File: config.mk
export PLATFORM = sky130hd
export DESIGN_NAME = mem_access_initiator
export DESIGN_NICKNAME = d
export VERILOG_FILES = /design/src/rtl/mem_access_pkg.sv /design/src/rtl/mem_lane_align.sv /design/src/rtl/mem_access_initiator.sv
export SDC_FILE = /design/constraint.sdc
export NUM_CORES = 1
export LEC_CHECK = 0
export CAP_MARGIN = 0
export CORE_MARGIN = 5
export CORE_UTILIZATION = 42
export CTS_CLUSTER_SIZE = 30
export DETAILED_ROUTE_END_ITERATION = 7
export GPL_TIMING_DRIVEN = 0
export PLACE_DENSITY = 0.81
export SETUP_SLACK_MARGIN = 0.3
export SYNTH_ARGS = -nofsm -noshare
export SYNTH_HDL_FRONTEND = slang
export SYNTH_HIERARCHICAL = 1
export SYNTH_SLANG_ARGS = --single-unit
File: constraint.sdc
create_clock -name clk -period 2.45 [get_ports clk]
set_clock_uncertainty 0.15 [all_clocks]
set_input_delay 0.49 -clock clk [delete_from_list [all_inputs] [get_ports clk]]
set_output_delay 0.49 -clock clk [all_outputs]
set_load 0.01 [all_outputs]
File: src/rtl/mem_access_pkg.sv
// rtl/mem_access_pkg.sv - shared types, memory status codes and fault rule for mem_access_initiator
// SUBWORD_RMW_EN selects whether sub-word stores count as legal accesses.
package mem_access_pkg;

  typedef enum logic [1:0] {
    SZ_BYTE = 2'b00,
    SZ_HALF = 2'b01,
    SZ_WORD = 2'b10
  } size_e;

  localparam logic [1:0] MST_READY = 2'b00;
  localparam logic [1:0] MST_BUSY  = 2'b01;
  localparam logic [1:0] MST_DONE  = 2'b10;

  typedef enum logic [2:0] {
    IDLE,
    RD_ISSUE,
    RD_WAIT,
    WR_ISSUE,
    WR_WAIT,
    DONE
  } state_e;

  // Without read-modify-write only full-word stores can reach memory.
  function automatic logic access_fault(logic [1:0] size, logic [1:0] addr_lo,
                                        logic write, logic rmw_en);
    logic f;
    f = (size == 2'b11) ||
        (size == SZ_HALF && addr_lo[0]) ||
        (size == SZ_WORD && addr_lo != 2'b00);
    if (!rmw_en && write && size != SZ_WORD) f = 1'b1;
    return f;
  endfunction

endpackage

File: src/rtl/mem_lane_align.sv
// rtl/mem_lane_align.sv - little-endian lane select/extend for loads and lane merge for stores
// Merge logic exists only when SUBWORD_RMW_EN is defined.
module mem_lane_align
  import mem_access_pkg::*;
(
  input  logic [1:0]  size,
  input  logic [1:0]  addr_lo,
  input  logic        is_unsigned,
  input  logic [31:0] word,
  input  logic [31:0] store_data,
  output logic [31:0] load_value,
  output logic [31:0] merged_word
);

  logic [7:0]  lane_b;
  logic [15:0] lane_h;

  always_comb begin
    case (addr_lo)
      2'd0:    lane_b = word[7:0];
      2'd1:    lane_b = word[15:8];
      2'd2:    lane_b = word[23:16];
      default: lane_b = word[31:24];
    endcase
    lane_h = addr_lo[1] ? word[31:16] : word[15:0];

    load_value = word;
    if (size == SZ_BYTE)
      load_value = {{24{~is_unsigned & lane_b[7]}}, lane_b};
    else if (size == SZ_HALF)
      load_value = {{16{~is_unsigned & lane_h[15]}}, lane_h};
  end

`ifdef SUBWORD_RMW_EN
  always_comb begin
    merged_word = word;
    if (size == SZ_BYTE) begin
      case (addr_lo)
        2'd0:    merged_word[7:0]   = store_data[7:0];
        2'd1:    merged_word[15:8]  = store_data[7:0];
        2'd2:    merged_word[23:16] = store_data[7:0];
        default: merged_word[31:24] = store_data[7:0];
      endcase
    end else if (size == SZ_HALF) begin
      if (addr_lo[1]) merged_word[31:16] = store_data[15:0];
      else            merged_word[15:0]  = store_data[15:0];
    end else begin
      merged_word = store_data;
    end
  end
`else
  // Only full-word stores exist in this build, so the store word is the data itself.
  assign merged_word = store_data;
`endif

endmodule

File: src/rtl/mem_access_initiator.sv
// rtl/mem_access_initiator.sv - MEM-stage load/store initiator for the valid/status data memory
// Define SUBWORD_RMW_EN to perform byte/half stores as read-modify-write; otherwise they fault.
module mem_access_initiator
  import mem_access_pkg::*;
(
  input  logic        clk,
  input  logic        reset,
  input  logic        req_valid,
  input  logic        req_write,
  input  logic [1:0]  req_size,
  input  logic        req_unsigned,
  input  logic [31:0] req_addr,
  input  logic [31:0] req_wdata,
  output logic        stall,
  output logic        resp_valid,
  output logic [31:0] resp_rdata,
  output logic        fault,
  output logic        mem_valid,
  output logic [31:0] mem_addr,
  output logic        mem_we,
  output logic [31:0] mem_wdata,
  input  logic [31:0] mem_rdata,
  input  logic [1:0]  mem_status
);

`ifdef SUBWORD_RMW_EN
  localparam logic RMW_EN = 1'b1;
`else
  localparam logic RMW_EN = 1'b0;
`endif

  state_e      state, state_n;
  logic [31:0] mem_addr_n, mem_wdata_n, resp_rdata_n;
  logic        mem_we_n, fault_n;
  logic [31:0] align_word, load_value, merged_word;

`ifdef SUBWORD_RMW_EN
  // The read word is parked for one cycle so the merge does not sit behind mem_rdata.
  logic        merge_pend, merge_pend_n;
  logic [31:0] word_q, word_q_n;
  assign align_word = merge_pend ? word_q : mem_rdata;
`else
  assign align_word = mem_rdata;
`endif

  // req_* is held stable by the pipeline while stall=1, so it is used directly.
  mem_lane_align u_align (
    .size        (req_size),
    .addr_lo     (req_addr[1:0]),
    .is_unsigned (req_unsigned),
    .word        (align_word),
    .store_data  (req_wdata),
    .load_value  (load_value),
    .merged_word (merged_word)
  );

  assign stall      = (state == IDLE) ? req_valid : (state != DONE);
  assign resp_valid = (state == DONE);
  assign mem_valid  = ((state == RD_ISSUE) || (state == WR_ISSUE)) && (mem_status != MST_DONE);

  always_comb begin
    state_n      = state;
    mem_addr_n   = mem_addr;
    mem_we_n     = mem_we;
    mem_wdata_n  = mem_wdata;
    resp_rdata_n = '0;
    fault_n      = 1'b0;
`ifdef SUBWORD_RMW_EN
    merge_pend_n = merge_pend;
    word_q_n     = word_q;
`endif
    case (state)
      IDLE: begin
        if (req_valid) begin
          if (access_fault(req_size, req_addr[1:0], req_write, RMW_EN)) begin
            state_n = DONE;
            fault_n = 1'b1;
          end else begin
            mem_addr_n = {req_addr[31:2], 2'b00};
            if (req_write && req_size == SZ_WORD) begin
              state_n     = WR_ISSUE;
              mem_we_n    = 1'b1;
              mem_wdata_n = merged_word;
            end else begin
              state_n  = RD_ISSUE;
              mem_we_n = 1'b0;
            end
          end
        end
      end
      RD_ISSUE: if (mem_status == MST_BUSY) state_n = RD_WAIT;
      RD_WAIT: begin
`ifdef SUBWORD_RMW_EN
        if (merge_pend) begin
          merge_pend_n = 1'b0;
          mem_we_n     = 1'b1;
          mem_wdata_n  = merged_word;
          state_n      = WR_ISSUE;
        end else if (mem_status == MST_DONE) begin
          if (req_write) begin
            word_q_n     = mem_rdata;
            merge_pend_n = 1'b1;
          end else begin
            resp_rdata_n = load_value;
            state_n      = DONE;
          end
        end
`else
        if (mem_status == MST_DONE) begin
          resp_rdata_n = load_value;
          state_n      = DONE;
        end
`endif
      end
      WR_ISSUE: if (mem_status == MST_BUSY) state_n = WR_WAIT;
      WR_WAIT:  if (mem_status == MST_DONE) state_n = DONE;
      DONE:     state_n = IDLE;
      default:  state_n = IDLE;
    endcase
  end

  always_ff @(posedge clk) begin
    if (reset) begin
      state      <= IDLE;
      mem_addr   <= '0;
      mem_we     <= 1'b0;
      mem_wdata  <= '0;
      resp_rdata <= '0;
      fault      <= 1'b0;
    end else begin
      state      <= state_n;
      mem_addr   <= mem_addr_n;
      mem_we     <= mem_we_n;
      mem_wdata  <= mem_wdata_n;
      resp_rdata <= resp_rdata_n;
      fault      <= fault_n;
    end
  end

`ifdef SUBWORD_RMW_EN
  always_ff @(posedge clk) begin
    if (reset) begin
      merge_pend <= 1'b0;
      word_q     <= '0;
    end else begin
      merge_pend <= merge_pend_n;
      word_q     <= word_q_n;
    end
  end
`endif

endmodule

Yosys cells after proc, flatten, opt, wreduce, memory -nomap -nowiden
Index checks and enable logic that the tools add are counted.
{"block": "op_classes", "n_reduce_logical": 18, "mux": 17, "n_eq_ne": 19, "bitwise": 8}
{"cell": "$mux W32", "count": 2}
{"cell": "$pmux W8 S3", "count": 1}
{"cell": "$mux W16", "count": 1}
{"cell": "$mux W3", "count": 5}
{"cell": "$pmux W3 S4", "count": 1}
{"cell": "$eq A2 B2 Y1 const B", "count": 4}
{"cell": "$reduce_and A4 Y1", "count": 2}
{"cell": "$eq A2 B1 Y1 const B", "count": 3}
{"cell": "$eq A3 B2 Y1 const B", "count": 2}
{"cell": "$eq A3 B3 Y1 const B", "count": 2}
{"cell": "$mux W1", "count": 6}
{"cell": "$ne A2 B1 Y1 const B", "count": 3}
{"cell": "$ne A2 B2 Y1 const B", "count": 3}
{"cell": "$not A1 Y1", "count": 6}
{"cell": "$reduce_or A3 Y1", "count": 2}
{"cell": "$logic_and A1 B1 Y1", "count": 5}
{"cell": "$logic_not A2 Y1", "count": 2}
{"cell": "$eq A3 B1 Y1 const B", "count": 1}
{"cell": "$logic_not A3 Y1", "count": 1}
{"cell": "$logic_or A1 B1 Y1", "count": 3}
{"cell": "$ne A3 B3 Y1 const B", "count": 1}
{"cell": "$reduce_and A3 Y1", "count": 1}
{"cell": "$and A1 B1 Y1", "count": 2}
{"cell": "$mux W2", "count": 1}
{"cell": "2 further kinds", "count": 2}
{"block": "word_totals", "reg_bits": 99, "in_bits": 105, "word_cells": 68, "out_inout_bits": 101}

Longest topological paths before layout
{"block": "logic_depth", "ltp_word": 10, "depth_mapped": 6, "ltp_nobuf": 4}

Hierarchy
The synthesis kept the hierarchy.
{"mod": "mem_access_initiator", "seq_area_each_um2": 1981.9, "area_each_um2": 3415.8, "cells_each": 387, "instances": 1}
{"mod": "mem_lane_align", "seq_area_each_um2": 0.0, "area_each_um2": 1113.6, "cells_each": 143, "instances": 1}

Worst setup path before layout
OpenSTA, ideal clock, no wires.
{"block": "synth_timing", "path_type": "input -> register", "start": "input port req_addr[0]", "end": "register resp_rdata[10]", "n_path_buf": 2, "setup_ns": 0.115, "t_arrival_ns": 1.797, "slack_ns": 0.388, "required_ns": 2.185, "cell_stages": 6, "cell_sequence": "buf_6 mux4_2 and2_4 buf_6 a221o_1 and2_1"}
{"block": "synth_via", "elab_chain_len": 4, "elab_cells_between_ends": 6, "classes_between": "eq/ne: 2; mux: 2; bitwise: 1; reduce/logical: 1"}
{"element": "start, declared", "line_no": "mem_access_initiator.sv:12", "text": "input logic [31:0] req_addr,"}
{"element": "$eq A2 B2 Y1, or another cell as far along", "line_no": "mem_lane_align.sv:19", "text": "case (addr_lo)"}
{"element": "$pmux W8 S3 *", "line_no": "mem_lane_align.sv:19"}
{"element": "$and A1 B1 Y1 *", "line_no": "mem_lane_align.sv:29", "text": "load_value = {{24{~is_unsigned & lane_b[7]}}, lane_b};"}
{"element": "$mux W32 *", "line_no": "mem_lane_align.sv:28", "text": "if (size == SZ_BYTE)"}
{"element": "named net load_value[10]", "line_no": "mem_access_initiator.sv:35", "text": "logic [31:0] align_word, load_value, merged_word;"}
{"element": "end signal, assigned", "line_no": "mem_access_initiator.sv:135", "text": "resp_rdata <= resp_rdata_n;"}
{"element": "end, declared", "line_no": "mem_access_initiator.sv:16", "text": "output logic [31:0] resp_rdata,"}
Mark *: on every way through the listed nets, which the timed path passes. The rest lies on a longest branch.
A chain may end at the register's enable or synchronous reset.

Worst setup path in the final report
{"block": "layout_timing", "start": "register state[2]", "end": "output port stall"}
{"block": "layout_via", "elab_chain_len": 2, "elab_cells_between_ends": 3, "classes_between": "eq/ne: 1; mux: 1; reduce/logical: 1"}
{"element": "start, declared", "line_no": "mem_access_initiator.sv:32", "text": "state_e state, state_n;"}
{"element": "start signal, assigned", "line_no": "mem_access_initiator.sv:131", "text": "state <= state_n;"}
{"element": "$ne A3 B3 Y1 or $logic_not A3 Y1 (tied branches)", "line_no": "mem_access_initiator.sv:57", "text": "assign stall = (state == IDLE) ? req_valid : (state != DONE);"}
{"element": "$mux W1 *", "line_no": "mem_access_initiator.sv:57"}
{"element": "end, declared", "line_no": "mem_access_initiator.sv:14", "text": "output logic stall,"}
Every way passes the cells marked *; elsewhere a longest branch is shown, timed or not.

==> impl_results.html <==
<table>
<tr><th>Metric</th><th>Value</th></tr>
<tr><th colspan="2">Finish</th></tr>
<tr><td>Leading cell types in the layout, fill and taps excluded</td><td>162 x clkdlybuf4s50_1, 158 x nand2_1, 98 x dfxtp_1, 66 x a21oi_1, 49 x buf_4</td></tr>
<tr><td>Post-layout instance area</td><td>0.00674 mm2</td></tr>
<tr><td>Final non-filler cell total</td><td>867</td></tr>
<tr><td>Filler cell count</td><td>913</td></tr>
<tr><td>Area occupied by multi-input gates</td><td>0.00209 mm2</td></tr>
<tr><td>Reg area</td><td>0.00198 mm2</td></tr>
<tr><td>Layout area overhead</td><td>48.9%</td></tr>
<tr><td>Utilization after layout</td><td>0.630</td></tr>
<tr><td>Layout cell share with drive strength beyond 1</td><td>0.134</td></tr>
<tr><td>Number of nets in the final layout</td><td>827</td></tr>
<tr><td>Most common library cell in the layout ignoring fill and taps</td><td>clkdlybuf4s50_1</td></tr>
<tr><th colspan="2">Worst setup path</th></tr>
<tr><td>CP max-delay cell</td><td>or3_1</td></tr>
<tr><td>Delay-heaviest family, CP</td><td>simple AND/OR/NAND/NOR gates</td></tr>
<tr><td>Critical path fanouts, max</td><td>6</td></tr>
<tr><td>Max stage delay on crit path</td><td>0.36 ns</td></tr>
<tr><td>Data required time of the critical path</td><td>1.81 ns</td></tr>
<tr><td>Kind of capture point of the worst setup path</td><td>output port</td></tr>
<tr><td>Start-to-end type of the worst setup path</td><td>reg2out</td></tr>
<tr><td>Startpoint type of the worst setup path</td><td>flip-flop</td></tr>
<tr><td>Critical Path, Cell by Cell</td><td>buf_6, or3_1, a21o_1, buf_4</td></tr>
<tr><td>Arrival time of data at the critical path endpoint</td><td>1.49 ns</td></tr>
<tr><td>Buffer and inverter count on the worst path</td><td>2</td></tr>
<tr><th colspan="2">Global routing</th></tr>
<tr><td>Wire length of the first global-routing pass</td><td>21200 um</td></tr>
<tr><td>All-Layer GR Usage</td><td>0.204</td></tr>
<tr><td>Via count of the first global-routing pass</td><td>4322</td></tr>
<tr><td>Met1 GRT Util</td><td>0.237</td></tr>
<tr><td>Met3 GRT Util</td><td>0.0599</td></tr>
<tr><td>Global-route track usage on met2</td><td>0.346</td></tr>
<tr><td>Initial antenna violation count</td><td>2</td></tr>
<tr><td>Overflow left after global routing</td><td>0</td></tr>
<tr><td>Most crowded layer after global routing</td><td>met2</td></tr>
<tr><td>Largest net degree at the start of global routing</td><td>16</td></tr>
<tr><th colspan="2">Timing</th></tr>
<tr><td>Maximum operating frequency</td><td>0.469 GHz</td></tr>
<tr><td>Sum Neg Setup Slack</td><td>0 ns</td></tr>
<tr><td>Setup slack of the critical path after layout</td><td>0.316 ns</td></tr>
<tr><td>Final period utilization</td><td>0.871</td></tr>
<tr><td>Transition time at the pin with the least slew margin</td><td>0.673 ns</td></tr>
<tr><td>Number of endpoints with negative hold slack in the final report</td><td>0</td></tr>
<tr><td>Remaining max-slew budget at the tightest pin</td><td>0.550</td></tr>
<tr><td>Final Slew Violations</td><td>0</td></tr>
<tr><td>Unrepaired setup endpoints after global routing</td><td>true</td></tr>
<tr><td>Min Clock Period, post-route</td><td>2.13 ns</td></tr>
<tr><td>Setup-violating endpoint count in the final report</td><td>0</td></tr>
<tr><th colspan="2">Synth</th></tr>
<tr><td>Prevailing post-synth register cell</td><td>dfxtp_1</td></tr>
<tr><td>Mapped Cells</td><td>530</td></tr>
<tr><td>Total of flip-flops plus latches after synthesis</td><td>99</td></tr>
<tr><td>Async set-reset flop share out of synthesis</td><td>0</td></tr>
<tr><td>Number of distinct library cells after synthesis</td><td>48</td></tr>
<tr><td>Yosys synthesis warning count</td><td>6</td></tr>
<tr><td>Mean area per synthesized cell</td><td>8.55 um2</td></tr>
<tr><td>Fraction of the yosys area taken by sequential cells</td><td>0.438</td></tr>
<tr><td>Post-synth EDFFs</td><td>0</td></tr>
<tr><td>Synthesized area</td><td>0.00453 mm2</td></tr>
<tr><th colspan="2">Die</th></tr>
<tr><td>Die width</td><td>114 um</td></tr>
<tr><td>Floorplan row count</td><td>38</td></tr>
<tr><td>Core ar.</td><td>0.0107 mm2</td></tr>
<tr><td>Die area</td><td>0.0130 mm2</td></tr>
<tr><td>Count of pins on the block boundary</td><td>206</td></tr>
<tr><td>Initial Util</td><td>0.423</td></tr>
<tr><td>Chip height</td><td>114 um</td></tr>
<tr><th colspan="2">Placed design</th></tr>
<tr><td>Placement-stage worst setup slack</td><td>-0.406 ns</td></tr>
<tr><td>Detail Placement HPWL</td><td>10600 um</td></tr>
<tr><td>Final weighted congestion in routability-driven placement</td><td>0.927</td></tr>
<tr><td>Cell area after placement</td><td>0.00642 mm2</td></tr>
<tr><td>Count of input and output buffers</td><td>171</td></tr>
<tr><td># placed instances</td><td>842</td></tr>
<tr><th colspan="2">Flow run</th></tr>
<tr><td>Number of max-cap violations</td><td>0</td></tr>
<tr><th colspan="2">Worst hold path</th></tr>
<tr><td>Worst min-delay path class</td><td>in2reg</td></tr>
<tr><th colspan="2">Routing</th></tr>
<tr><td>WL final</td><td>13600 um</td></tr>
<tr><td>Detailed-route DRC error count</td><td>0</td></tr>
<tr><td>Detailed-route via count</td><td>4375</td></tr>
<tr><td>DR vias/cell</td><td>5.05</td></tr>
<tr><td>DRT antenna net count</td><td>0</td></tr>
<tr><td>1st-iter DRT viols</td><td>293</td></tr>
<tr><td>Routed wirelength normalized by instance count</td><td>15.7 um</td></tr>
<tr><td>1st-pass router iterations</td><td>7</td></tr>
<tr><th colspan="2">Clocking</th></tr>
<tr><td>Clk sink count</td><td>99</td></tr>
<tr><td>Level count of the clock H-tree</td><td>3</td></tr>
<tr><td>Clock slew at reported path FFs</td><td>0.10 ns</td></tr>
<tr><td>Clock tree buffer depth</td><td>2</td></tr>
<tr><td>Master cell of the clock root buffer</td><td>clkbuf_8</td></tr>
<tr><td>Clock latency on the worst-skew pair</td><td>0.36 ns</td></tr>
<tr><td># hold bufs at CTS</td><td>0</td></tr>
<tr><td>CTS tree</td><td>done</td></tr>
<tr><td>Number of buffers added by the clock tree synthesis step</td><td>9</td></tr>
<tr><th colspan="2">Pwr</th></tr>
<tr><td>Reported leakage power</td><td>2.62 nW</td></tr>
<tr><td>VDD IR max</td><td>0.266 mV</td></tr>
<tr><td>Power density cells</td><td>529 mW/mm2</td></tr>
<tr><th colspan="2">Run status</th></tr>
<tr><td>Status</td><td>finished, final reports clean</td></tr>
</table>
-- worst register-to-register path: stages, from the launching register on --
cell and delay [ns]:
dfxtp_2 0.35, buf_4 0.13, nor3_2 0.36, o211ai_1 0.34
buf_4 0.28, a21oi_1 0.14, nor2_1 0.05
-- where the power goes --
| group | internal (mW) | switching, mW |
|---|---|---|
| clock network | 0.594 | 0.546 |
| registers | 1.66 | 0.0255 |
| logic | 0.403 | 0.346 |
| total | 2.65 | 0.917 |
-- synth_stat cells, types with 7 or more instances --
cell type / number / area (um2)
dfxtp_1: 99 / 1980
clkbuf_1: 21 / 78.8
buf_2: 9 / 45.0
nand2_1: 158 / 593
nand3b_1: 8 / 60.1
a21oi_1: 66 / 330
a21boi_0: 7 / 52.6
and2_1: 32 / 200
buf_4: 37 / 278
nand2b_1: 7 / 43.8
mux4_1: 7 / 184
a221o_1: 14 / 140
a22o_1: 7 / 61.3
-- path summary, 6_finish.rpt --
path	start	end	slack, ns	cells after the start
hold / removal	req_wdata[14]	mem_wdata[14]$_SDFFE_PP0P_	0.22	3
setup / recovery	state[2]$_SDFFE_PP0P_	stall	0.32	4
setup reg to reg	state[2]$_SDFFE_PP0P_	mem_we$_SDFFE_PP0P_	0.54	6
hold reg to reg	mem_wdata[1]$_SDFFE_PP0P_	mem_wdata[1]$_SDFFE_PP0P_	0.31	2
-- what timing repair did --
action | in CTS | in global routing
pin swaps | 3 | 2
setup endpoints to repair | 94 | 80
buffers inserted | 2 | 7
resized for setup | 20 | 20
-- stage by stage --
stage	power [mW]	hold WS (ns)
floorplan	2.10	0.331
global placement	2.40	0.291
detailed placement	2.42	0.297
CTS	3.56	0.197
global route	3.73	0.205
finish	3.57	0.219
-- cells by family after synthesis --
kind of cell           synth area share
AND/OR/NAND/NOR                   0.237
AO/OA/AOI/OAI                     0.170
flip-flops                        0.438
buffers and inverters             0.104
multiplexers                     0.0503
other                          0.000828
-- final cells by class --
cell class	count	area share
clock buffer	10	0.0204
tap	140	0.0260
timing repair buffer	180	0.264
buffer	72	0.0718
multi-input combinational	356	0.310
inverter	4	0.00223
antenna	2	0.000742
sequential	99	0.294
clock inverter	4	0.0109
-- registers in the layout, summed over array words and instances (netlist names) --
signal	cells
mem_wdata	32
resp_rdata	32
mem_addr	30
state	3
fault	1
mem_we	1
-- per-layer routing --
layer / vias up / part of all wire / wire, um
li1: 2147 / - / -
met1: 1983 / 0.39 / 5310
met2: 200 / 0.48 / 6590
met3: 45 / 0.090 / 1230
met4: 0 / 0.035 / 478
met5: - / 0 / 0
Note: power is estimated with default switching activity, not from simulation.
